**config.mk**
```make
export PLATFORM = sky130hd
export DESIGN_NAME = field_decode
export DESIGN_NICKNAME = d
export VERILOG_FILES = /design/src/rtl/field_decode.sv
export SDC_FILE = /design/constraint.sdc
export NUM_CORES = 1
export LEC_CHECK = 0
export CORE_ASPECT_RATIO = 0.9
export CORE_MARGIN = 4
export CORE_UTILIZATION = 50
export DETAILED_ROUTE_END_ITERATION = 16
export PLACE_DENSITY = 0.76
export SLEW_MARGIN = 10
export SYNTH_ARGS = -nofsm -noshare
export SYNTH_HDL_FRONTEND = slang
export SYNTH_SLANG_ARGS = --single-unit
```
**constraint.sdc**
```tcl
create_clock -name clk -period 2.7 [get_ports clk]
set_clock_uncertainty 0.15 [all_clocks]
set_input_delay 0.405 -clock clk [delete_from_list [all_inputs] [get_ports clk]]
set_output_delay 0.405 -clock clk [all_outputs]
set_load 0.02 [all_outputs]
```
**src/rtl/field_decode.sv**
```systemverilog
// rtl/field_decode.sv - captures a multi-byte field at a fixed offset within an enabled byte segment
module field_decode #(
  parameter int FIELD_BYTES = 2,
  parameter int OFFSET      = 0,
  parameter int LSB_FIRST   = 0,
  parameter int CNT_W       = 8
) (
  input  logic                     clk,
  input  logic                     reset,
  input  logic                     en,
  input  logic [7:0]               eth_data,
  output logic [8*FIELD_BYTES-1:0] field,
  output logic                     field_valid,
  output logic                     field_short
);

  localparam int W = 8 * FIELD_BYTES;
  localparam logic [CNT_W-1:0] OFF_C  = CNT_W'(OFFSET);
  localparam logic [CNT_W-1:0] LAST_K = CNT_W'(FIELD_BYTES - 1);

  logic [CNT_W-1:0] cnt;
  logic [CNT_W-1:0] k;
  logic [W-1:0]     sr;
  logic [W-1:0]     sr_next;
  logic             done;
  logic             en_d;
  logic             in_window;
  logic             is_last;

  // Position within the field; bytes before OFFSET wrap to a large value and fall outside the window
  always_comb begin
    k         = cnt - OFF_C;
    in_window = en && (k <= LAST_K);
    is_last   = in_window && (k == LAST_K);
  end

  // Assemble the current byte into the shift register in the configured byte order
  always_comb begin
    sr_next = sr;
    if (LSB_FIRST != 0) begin
      for (int i = 0; i < FIELD_BYTES; i++) begin
        if (k == CNT_W'(i)) begin
          sr_next[8*i +: 8] = eth_data;
        end
      end
    end else begin
      sr_next = (sr << 8) | W'(eth_data);
    end
  end

  // Byte counter, assembly, completion and short-segment detection
  always_ff @(posedge clk) begin
    if (reset) begin
      cnt         <= '0;
      sr          <= '0;
      done        <= 1'b0;
      en_d        <= 1'b0;
      field       <= '0;
      field_valid <= 1'b0;
      field_short <= 1'b0;
    end else begin
      field_valid <= 1'b0;
      field_short <= 1'b0;
      en_d        <= en;
      if (en) begin
        if (cnt != '1) begin
          cnt <= cnt + 1'b1;
        end
        if (in_window) begin
          sr <= sr_next;
        end
        if (is_last) begin
          field       <= sr_next;
          field_valid <= 1'b1;
          done        <= 1'b1;
        end
      end else begin
        cnt  <= '0;
        done <= 1'b0;
        sr   <= '0;
        if (en_d && !done) begin
          field_short <= 1'b1;
        end
      end
    end
  end

endmodule

```
### After elaboration in Yosys (flattened, before gate mapping)

Cells that the tools add are included.

* register bits: 36
* bits in latches: 0
* memory bits (writable): 0
* bits in read-only memories: 0
* bits of input ports: 11
* output and inout port bits: 18
* word-level logic and storage cells: 22
* memories kept: 0

* add/sub/neg operators: 1
* multipliers: 0
* div/mod/pow operators: 0
* magnitude comparators: 1
* equality and inequality tests: 2
* shifts and indexed selects: 0
* muxes and demuxes: 2
* bitwise logic cells: 2
* reduce and logical (&&, ||, !) cells: 7

Operators by type and width (count)
* 16-bit by 8-bit OR with 16-bit output: 1
* 8-bit by 1-bit adder with 8-bit output (second input constant): 1
* 8-bit by 1-bit == test with 1-bit output (second input constant): 1
* 8-bit by 1-bit <= comparator with 1-bit output (second input constant): 1
* 8-bit != test (second input constant): 1
* 2-bit OR reduction: 2
* 1-bit logical AND: 3
* 1-bit 2-to-1 mux: 2
* 2-bit AND reduction: 1
* 1-bit zero test: 1
* 1-bit NOT: 1

### Logic depth before layout (Yosys ltp)

Gate-level depths: netlist of the first run.

* depth in word-level cells: 4
* depth in mapped cells: 7
* gate-level depth less buffers: 5

### Worst setup path before layout of the first run

Ideal clock, no wire load.

* kind: register -> register
* start: register cnt[1]
* end: register done
* setup time: 0.115 ns
* arrival time: 1.591 ns
* required time: 2.435 ns
* path slack: 0.844 ns
* stages on the path, launching flop included: 8
* path buffers: 2
* period minus slack after synthesis: 1.856 ns
* cells stage by stage: dfxtp_1 inv_1 ha_1 buf_2 clkinv_1 clkbuf_1 nor3_2 o21a_1

* longest elaborated chain between the ends: 3
* elaborated cells between the ends (all ways): 4
* classes of those cells: order compare (1); eq/ne (1); reduce/logical (2)

Ends and longest elaborated chain
* from (decl): RTL line 21 `logic [CNT_W-1:0] cnt;`
* from (signal assigned): RTL line 67 `cnt <= cnt + 1'b1;`
* 8-bit by 1-bit <= comparator with 1-bit output: RTL line 33 `in_window = en && (k <= LAST_K);`
* 1-bit logical AND: RTL line 33
* 1-bit logical AND (*): RTL line 34 `is_last = in_window && (k == LAST_K);`
* to (signal assigned): RTL line 56 `done <= 1'b0;`
* to (signal assigned): RTL line 75 `done <= 1'b1;`
* to (signal assigned): RTL line 79 `done <= 1'b0;`
* to (decl): RTL line 25 `logic done;`

Mark *: on every way between the ends. The rest lies on a longest branch, timed or not.
A chain may end at the register's enable or synchronous reset.

### Final worst setup path of the first run

* start: register cnt[0]
* end: register field[12]

* longest elaborated chain between the ends: 4
* elaborated cells between the ends (all ways): 5
* classes of those cells: order compare (1); eq/ne (1); reduce/logical (3)

Ends and longest elaborated chain
* 8-bit by 1-bit <= comparator with 1-bit output: RTL line 33
* 1-bit logical AND: RTL line 33
* 1-bit logical AND (*): RTL line 34
* 2-bit AND reduction (no line) (*)
* to (signal assigned): RTL line 73 `field <= sr_next;`
* to (decl): RTL line 12 `output logic [8*FIELD_BYTES-1:0] field,`

Marks and branches as above.

==> flow_metrics.tcl, run 1 <==
set metrics [dict create \
    status "finished, final reports clean" \
    required_ps 2700 \
    ant_nets 0 \
    gp_congestion 0.8307 \
    grt_first_pass_wirelength_um 6575 \
    ys.flop_type "dfxtp_1" \
    cts_tree "yes" \
    clock-sinks 36 \
    port_buffers 28 \
    firstDrtPassIters 4 \
    grtUsageTotal_pct 19.19 \
    clkPwrFrac_pct 36.9 \
    ys_warn_count 0 \
    yosysSeqAreaShare_pct 43.54 \
    start_util_pct 53.15 \
    routedWlPerCell_um 15.92 \
    critPathCaptureType "flop" \
    rows 19 \
    irDropWorstVdd_v 0.0003786 \
    die_h_um 62.59 \
    worstPathArrival_ps 2040 \
    cts.clk_slew.worst_paths_ps 60 \
    synth_edf_count 0 \
    insertion_delay_ps 270 \
    setup_viol 0 \
    multi_input_area_um2 805.8 \
    holdPathStages 1 \
    leakagePower_nw 0.6410 \
    critical_path_class "flop to flop" \
    vias 1510 \
    grt-ovfl-total 0 \
    coreArea_um2 3114 \
    diodes 0 \
    hpwl_um 2563 \
    ys_async_sr_fraction_pct 0 \
    relSlewSlack_pct 26.31 \
    swShare_pct 23.53 \
    hold_end "field_short$_SDFF_PP0_" \
    htreeDepth 2 \
    p_sw_mw 0.2433 \
    cts_hold_buf 0 \
    pin_count 29 \
    ys_types 32 \
    synth_nets 193 \
    hold_viol 0 \
    worst_r2r_path_depth 4 \
    power.internal_mw 0.7908 \
    cts_setup_buffers 0 \
    min_path_type "flop to flop" \
    drc 0 \
    grt_max_degree 27 \
    seq_power_share_pct 53.2 \
    area_delta_synth_final_pct 20.48 \
    antenna_found_initial 0 \
    post-route-util_pct 64.04 \
    hold_start "done$_SDFFE_PP0P_" \
    viasPerCell 6.318 \
    tightest_slew_ps 1105 \
    regArea_um2 720.7 \
    die_area_um2 4296 \
    syn_area_um2 1655 \
    drv_cap 0 \
    drive_above_1_share_pct 12.18 \
    r2r_setup_slack_ps 660 \
    cts_buffers 5 \
    drtIter0Drc 106 \
    cts_resized 0 \
    comb_power_share_pct 9.9 \
    slew_viol_final 0 \
    r2r-start "cnt[0]$_SDFFE_PP0P_" \
    rsz0062_at_grt "false" \
    pwr_density_cell_nw_per_um2 518.5 \
    netlist_instances 179 \
    period_share_pct 75.43 \
    finalSetupTns_ps 0 \
    fin_crit_ps 2037 \
    crit-reg2reg-capture "field[12]$_SDFFE_PP0P_" \
    avgSynthCellArea_um2 9.248 \
    max_freq_mhz 491.0 \
    dp_slack_ps 383.9 \
    fillers 256 \
    routed_wl_um 3804 \
    first_global_vias 1442 \
    crit_fanout 18 \
    ys_ff_latch 36 \
    nets 210 \
    die_width_um 68.65 \
    clockRootBuffer "clkbuf_8" \
    clk_path_buf_depth 2 \
    start_kind "flop" \
    setup_ws_ps 663.3 \
]
-- logic make-up (layout without fill, tap and decap cells) --
| kind of cell | after synthesis | after routing | synth area share (%) |
|---|---|---|---|
| AO/OA/AOI/OAI | 63 | 63 | 26.08 |
| buffers and inverters | 26 | 44 | 8.087 |
| AND/OR/NAND/NOR | 51 | 51 | 20.03 |
| flip-flops | 36 | 36 | 43.54 |
| adder cells (fa/ha/maj) | 3 | 3 | 2.268 |
-- area by class of cell --
| cell class | count | share of cell area [%] |
|---|---|---|
| flip-flops and latches | 36 | 36.14 |
| clock buffers | 8 | 4.517 |
| repair buffers | 32 | 15.56 |
| multi-input cells | 117 | 40.40 |
| well taps | 42 | 2.635 |
| inverters | 4 | 0.7528 |
-- registers in the layout, indices dropped and copies added (netlist names) --
name and cells:
en_d 1, cnt 8, field 16, done 1, sr 8, field_valid 1, field_short 1
-- worst max-delay path, stage by stage (launching register included) --
cell	delay, ps
dfxtp_1	450
ha_1	250
clkinv_1	540
o31ai_1	420
a21oi_1	110
-- synthesized netlist by cell type (all sizes together), types with 3 or more instances --
library cell  number  area share (%)
nand4             26             9.8
a21oi             28             8.5
nand3              3            0.91
dfxtp             36              44
inv                3            0.68
ha                 3             2.3
clkbuf            13             2.9
buf                9             4.2
nor3               9             3.0
o21ai              3            0.91
a31oi              4             1.5
o31ai             24              13
-- how the worst max path moves through the flow --
stage | from | endpoint | slack [ps]
final | cnt[0]$_SDFFE_PP0P_ | field[12]$_SDFFE_PP0P_ | 660
after global routing | cnt[0]$_SDFFE_PP0P_ | field[0]$_SDFFE_PP0P_ | 500
after CTS | cnt[0]$_SDFFE_PP0P_ | field[12]$_SDFFE_PP0P_ | 660
after detailed placement | en | sr[4]$_SDFFE_PP0N_ | 380
after global placement | en | sr[3]$_SDFFE_PP0N_ | 450
after floorplan | cnt[1]$_SDFFE_PP0P_ | done$_SDFFE_PP0P_ | 840
-- cell usage in the layout (no fill, tap or decap), types with 2 or more instances in the layout --
cell type / instances
nand4_1: 26
and4_1: 2
nor3_2: 2
ha_1: 3
a21oi_1: 28
nor3_1: 7
a31oi_1: 4
clkdlybuf4s50_1: 28
o31ai_1: 16
o31ai_2: 8
clkbuf_8: 6
o21ai_1: 2
clkbuf_1: 2
nand2_1: 2
nand3_1: 3
a211oi_1: 2
inv_1: 2
dfxtp_1: 36
buf_4: 4
-- stage by stage --
stage                     power, mW  cell area (µm²)  cells  hold slack [ps]
final                         1.034             1994    239            291.2
after global routing          1.078             1994    239            320.4
after CTS                     1.042             1994    239            291.0
after detailed placement     0.6630             1904    231            275.5
after global placement       0.6596             1904    231            263.7
after floorplan              0.6264             1655    179            248.9
-- routing by layer --
layer	GRT usage (%)	wire, µm
met4	5.211	59
met3	5.216	198
met2	30.87	1865
met5	0	0
met1	24.72	1680
-- power by group through the flow --
stage / Clock (mW) / Combinational, mW / Sequential (mW)
2_1_floorplan: 0 / 0.0600 / 0.566
3_5_place_dp: 0 / 0.101 / 0.562
3_3_place_gp: 0 / 0.0982 / 0.561
6_report: 0.382 / 0.102 / 0.550
4_1_cts: 0.390 / 0.101 / 0.550
5_1_grt: 0.416 / 0.111 / 0.551
Note: power is estimated with default switching activity, not from simulation.
==> inputs of run 2 (changes only) <==
--- a/config.mk
+++ b/config.mk
@@ -7,9 +7,9 @@
 export LEC_CHECK = 0
 export CORE_ASPECT_RATIO = 0.9
 export CORE_MARGIN = 4
-export CORE_UTILIZATION = 50
+export CORE_UTILIZATION = 46
 export DETAILED_ROUTE_END_ITERATION = 16
-export PLACE_DENSITY = 0.76
+export PLACE_DENSITY = 0.74
 export SLEW_MARGIN = 10
 export SYNTH_ARGS = -nofsm -noshare
 export SYNTH_HDL_FRONTEND = slang
==> constraint.sdc (replaced) <==
create_clock -name clk -period 1.8 [get_ports clk]
set_clock_uncertainty 0.15 [all_clocks]
set_input_delay 0.27 -clock clk [delete_from_list [all_inputs] [get_ports clk]]
set_output_delay 0.27 -clock clk [all_outputs]
set_load 0.02 [all_outputs]
==> flow_metrics.tcl, run 2 (same netlist as run 1, synthesis figures left out) <==
set metrics [dict create \
    swShare_pct 23.16 \
    crit-reg2reg-capture "sr[4]$_SDFFE_PP0N_" \
    drtIter0Drc 257 \
    power.internal_mw 1.300 \
    final_common_cell "dfxtp_1" \
    required_ps 1810 \
    hpwl_um 2789 \
    grt_first_pass_wirelength_um 7107 \
    die_width_um 71.23 \
    fin_crit_ps 1698 \
    routed_wl_um 4296 \
    relSlewSlack_pct 76.99 \
    critical_path_class "flop to flop" \
    total_power_mw 1.692 \
    pin_count 29 \
    regMostFlops "field" \
    clk_path_buf_depth 2 \
    worst_r2r_path_depth 3 \
    htreeDepth 2 \
    r2r-start "cnt[4]$_SDFFE_PP0P_" \
    die_h_um 64.91 \
    cts_tree "yes" \
    finalNonFillerCells 256 \
    dp.cells 246 \
    rows 20 \
    crit_path_top_delay_cell "or4b_4" \
    viasPerCell 6.250 \
    max_stage_delay_ps 690 \
    max_freq_mhz 589.0 \
    drv_cap 0 \
    port_buffers 28 \
    period_share_pct 94.33 \
    drc 0 \
    die_area_um2 4624 \
    most-common-layout-cells "36 x dfxtp_1, 28 x a21oi_1, 27 x clkdlybuf4s50_1" \
    coreArea_um2 3428 \
    grt_max_degree 27 \
    cts_buffers 5 \
    pwr_density_cell_nw_per_um2 789.0 \
    nets 225 \
    routedWlPerCell_um 16.78 \
    cts.clk_slew.worst_paths_ps 70 \
    rsz0062_at_grt "false" \
    slew_viol_final 0 \
    irDropWorstVdd_v 0.0004986 \
    drive_above_1_share_pct 19.34 \
    cts_hold_buf 0 \
    grtUsageTotal_pct 19.02 \
    start_kind "flop" \
    seq_power_share_pct 48.7 \
    setup_viol 0 \
    hold_start "en" \
    cp_cell_sequence "or4b_4 > o31ai_1 > a21oi_1" \
    insertion_delay_ps 290 \
    largest_register_ffs 16 \
    p_sw_mw 0.3919 \
    area_delta_synth_final_pct 29.55 \
    timing.hold.ws_ps 235.2 \
    reg_top3 "field x16, cnt x8, sr x8" \
    hold_viol 0 \
    min_path_type "input pin to flop" \
    post-route-util_pct 62.55 \
    r2r_setup_slack_ps 100 \
    grt-ovfl-total 0 \
    crit_fanout 13 \
    leakagePower_nw 0.7375 \
    tightest_slew_ps 345.1 \
    clkPwrFrac_pct 41.0 \
    diodes 0 \
    ant_nets 0 \
    clock-sinks 36 \
    first_global_vias 1468 \
    vias 1600 \
    status "finished, final reports clean" \
    gp_congestion 0.9223 \
    worstPathArrival_ps 1710 \
    clockRootBuffer "clkbuf_8" \
    start_util_pct 48.28 \
    setup_ws_ps 102.1 \
    critPathCaptureType "flop" \
    firstDrtPassIters 4 \
    comb_power_share_pct 10.3 \
    dp_slack_ps -310.1 \
    antenna_found_initial 0 \
    hold_end "field_short$_SDFF_PP0_" \
    holdPathStages 3 \
]
run 2: final cells by class:
cell class / instances / area, µm²
flip-flops and latches: 36 / 720.7
well taps: 44 / 55.05
inverters: 4 / 15.01
clock inverters: 2 / 35.03
multi-input cells: 119 / 835.8
repair buffers: 45 / 410.4
fillers: 260 / 1284
clock buffers: 6 / 72.57
run 2: how the worst max path moves through the flow:
stage,to,start
finish,sr[4]$_SDFFE_PP0N_,cnt[4]$_SDFFE_PP0P_
global route,field[1]$_SDFFE_PP0P_,cnt[0]$_SDFFE_PP0P_
CTS,sr[3]$_SDFFE_PP0N_,en
detailed placement,sr[3]$_SDFFE_PP0N_,en
global placement,field[12]$_SDFFE_PP0P_,en
floorplan,field[10]$_SDFFE_PP0P_,cnt[0]$_SDFFE_PP0P_
run 2: stage by stage:
stage	TNS [ps]	instance area [µm²]
global placement	-5461	2004
global route	0	2145
floorplan	0	1657
CTS	-15.71	2112
finish	0	2145
detailed placement	-6622	2004
run 2: power groups by stage:
stage               Clock (mW)  Sequential, mW  Combinational (mW)
floorplan                    0           0.850              0.0904
global placement             0           0.841               0.161
detailed placement           0           0.843               0.166
CTS                      0.703           0.824               0.167
global route             0.747           0.826               0.190
finish                   0.693           0.825               0.174
run 2: per-layer routing:
layer	part of all wire [%]	GRT usage (%)	up-vias
li1	-	-	766
met1	43	25.59	760
met2	49	29.47	65
met3	6.6	4.651	9
met4	1.6	6.808	0
met5	0	0	-
run 2: repair_timing:
action	in CTS	in global routing
endpoints found under the setup margin	2	21
buffers inserted	0	0
gates cloned	0	2
gates resized for setup	0	5
run 2: critical path, delay by kind of cell, from the launching register on:
kind               cells  cell delay, ps
DFF                    1             360
and+or+nand+nor        1             690
AOI/OAI and AO/OA      2             380
==> inputs of run 3 (changes only) <==
--- a/config.mk
+++ b/config.mk
@@ -7,9 +7,10 @@
 export LEC_CHECK = 0
 export CORE_ASPECT_RATIO = 0.9
 export CORE_MARGIN = 4
-export CORE_UTILIZATION = 46
+export CORE_UTILIZATION = 50
 export DETAILED_ROUTE_END_ITERATION = 16
-export PLACE_DENSITY = 0.74
+export DONT_BUFFER_PORTS = 1
+export PLACE_DENSITY = 0.68
 export SLEW_MARGIN = 10
 export SYNTH_ARGS = -nofsm -noshare
 export SYNTH_HDL_FRONTEND = slang
==> flow_metrics.tcl, run 3 (same netlist as run 1, synthesis figures left out) <==
set metrics [dict create \
    irDropWorstVdd_v 0.0005876 \
    insertion_delay_ps 290 \
    cp_cell_sequence "or4b_4 > o31ai_2 > a21oi_1" \
    min_path_type "input pin to flop" \
    drtIter0Drc 132 \
    grtUsageTotal_pct 20.22 \
    clk_path_buf_depth 2 \
    die_width_um 68.65 \
    worst_r2r_path_depth 3 \
    drv_cap 0 \
    wl_met1_um 1852 \
    max_freq_mhz 567.5 \
    hold_end "field[3]$_SDFFE_PP0P_" \
    grt_max_degree 27 \
    critical_path_class "flop to flop" \
    r2r_setup_slack_ps 40 \
    setup_viol 0 \
    grt_first_pass_wirelength_um 6624 \
    startpoint "cnt[5]$_SDFFE_PP0P_" \
    crit_fanout 26 \
    path_delay_family "simple AND/OR/NAND/NOR gates" \
    vias 1467 \
    critPathCaptureType "flop" \
    pin_count 29 \
    die_area_um2 4296 \
    crit_buf_inv 0 \
    holdPathStages 2 \
    hold_viol 0 \
    rsz0062_at_grt "true" \
    start_util_pct 53.15 \
    viasPerCell 6.351 \
    drive_above_1_share_pct 19.58 \
    regArea_um2 720.7 \
    period_share_pct 97.89 \
    cts_tree "yes" \
    hpwl_um 2635 \
    drc 0 \
    fillers 256 \
    nets 203 \
    cts.clk_slew.worst_paths_ps 70 \
    hold_start "eth_data[3]" \
    dp_slack_ps 91.23 \
    highest_layer "met4" \
    worstPathArrival_ps 1750 \
    cts_buffers 5 \
    cts_setup_buffers 0 \
    dpl-instance-area_um2 1715 \
    fin_crit_ps 1762 \
    rows 19 \
    pwr_density_cell_nw_per_um2 795.6 \
    grt-ovfl-total 0 \
    routedWlPerCell_um 17.99 \
    die_h_um 62.59 \
    multi_input_area_um2 824.5 \
    start_kind "flop" \
    required_ps 1790 \
    fin_area_um2 1903 \
    first_global_vias 1433 \
    tightest_slew_ps 687.8 \
    final_common_cell "dfxtp_1" \
    htreeDepth 2 \
    largest_register_ffs 16 \
    relSlewSlack_pct 54.00 \
    clock-sinks 36 \
    clockRootBuffer "clkbuf_8" \
    slew_viol_final 0 \
    most-common-layout-cells "36 x dfxtp_1, 28 x a21oi_1, 26 x nand4_1" \
    diodes 0 \
    max_stage_delay_ps 730 \
    antenna_found_initial 0 \
    port_buffers 0 \
    routed_wl_um 4155 \
    crit-reg2reg-capture "field[2]$_SDFFE_PP0P_" \
    finalSetupTns_ps 0 \
    coreArea_um2 3114 \
    regMostFlops "field" \
    wl_met3_um 257 \
    gp_congestion 0.8419 \
    setup_ws_ps 38.03 \
    crit_path_top_delay_cell "or4b_4" \
    firstDrtPassIters 6 \
    ant_nets 0 \
    r2r-start "cnt[5]$_SDFFE_PP0P_" \
    leakagePower_nw 0.6393 \
    area_delta_synth_final_pct 14.97 \
    route.met2.wl_um 1972 \
    timing.hold.ws_ps 5.575 \
    reg_top3 "field x16, cnt x8, sr x8" \
    status "finished, final reports clean" \
]
-- run 3: cell count changes in the layout (fill, tap and decap cells not counted), sizes merged --
cell           before  now
bufinv              1    0
or4b                3    1
dlygate4sd3         0   10
clkdlybuf4s50      27    0
dlymetal6s2s        1    0
buf                17   15
-- run 3: worst max path at each step --
| stage | depth (start not counted) | slack (ps) | end |
|---|---|---|---|
| final | 3 | 40 | field[2]$_SDFFE_PP0P_ |
| after global routing | 3 | -10 | field[14]$_SDFFE_PP0P_ |
| after CTS | 3 | 60 | field[0]$_SDFFE_PP0P_ |
| after detailed placement | 3 | 90 | sr[7]$_SDFFE_PP0N_ |
| after global placement | 3 | 140 | sr[6]$_SDFFE_PP0N_ |
| after floorplan | 6 | 40 | field[10]$_SDFFE_PP0P_ |
-- run 3: final cells by class --
type	instances	area share, %
multi-input cells	117	43.33
flip-flops and latches	36	37.87
repair buffers	25	11.18
clock buffers	6	3.813
well taps	42	2.761
inverters	4	0.7890
clock inverters	1	0.2630
-- run 3: worst reg2reg max path, cell delays in order, from the launching register on --
cell,delay (ps)
dfxtp_1,320
or4b_4,730
o31ai_2,290
a21oi_1,120
-- run 3: per-layer routing --
| metal | global-route usage [%] | up-vias |
|---|---|---|
| li1 | - | 719 |
| met1 | 25.96 | 694 |
| met2 | 29.32 | 46 |
| met3 | 6.115 | 8 |
| met4 | 11.41 | 0 |
| met5 | 0 | - |
-- run 3: per-stage QoR --
step	cells	utilization, %	power, mW
finish	231	61.11	1.514
global route	231	61.11	1.574
CTS	231	60.79	1.517
detailed placement	214	55.08	0.9581
global placement	214	55.08	0.9533
floorplan	179	-	0.9400
-- run 3: timing repair --
action                     4_1_cts  5_1_grt
hold endpoints to repair        25        0
setup endpoints to repair        0        2
gates resized for setup          0        2
hold buffers                    10        0
-- run 3: where the power goes --
part           switching [mW]  internal [mW]  total (mW)
clock                   0.280          0.263       0.543
combinational          0.0833         0.0530       0.136
sequential             0.0214          0.814       0.835
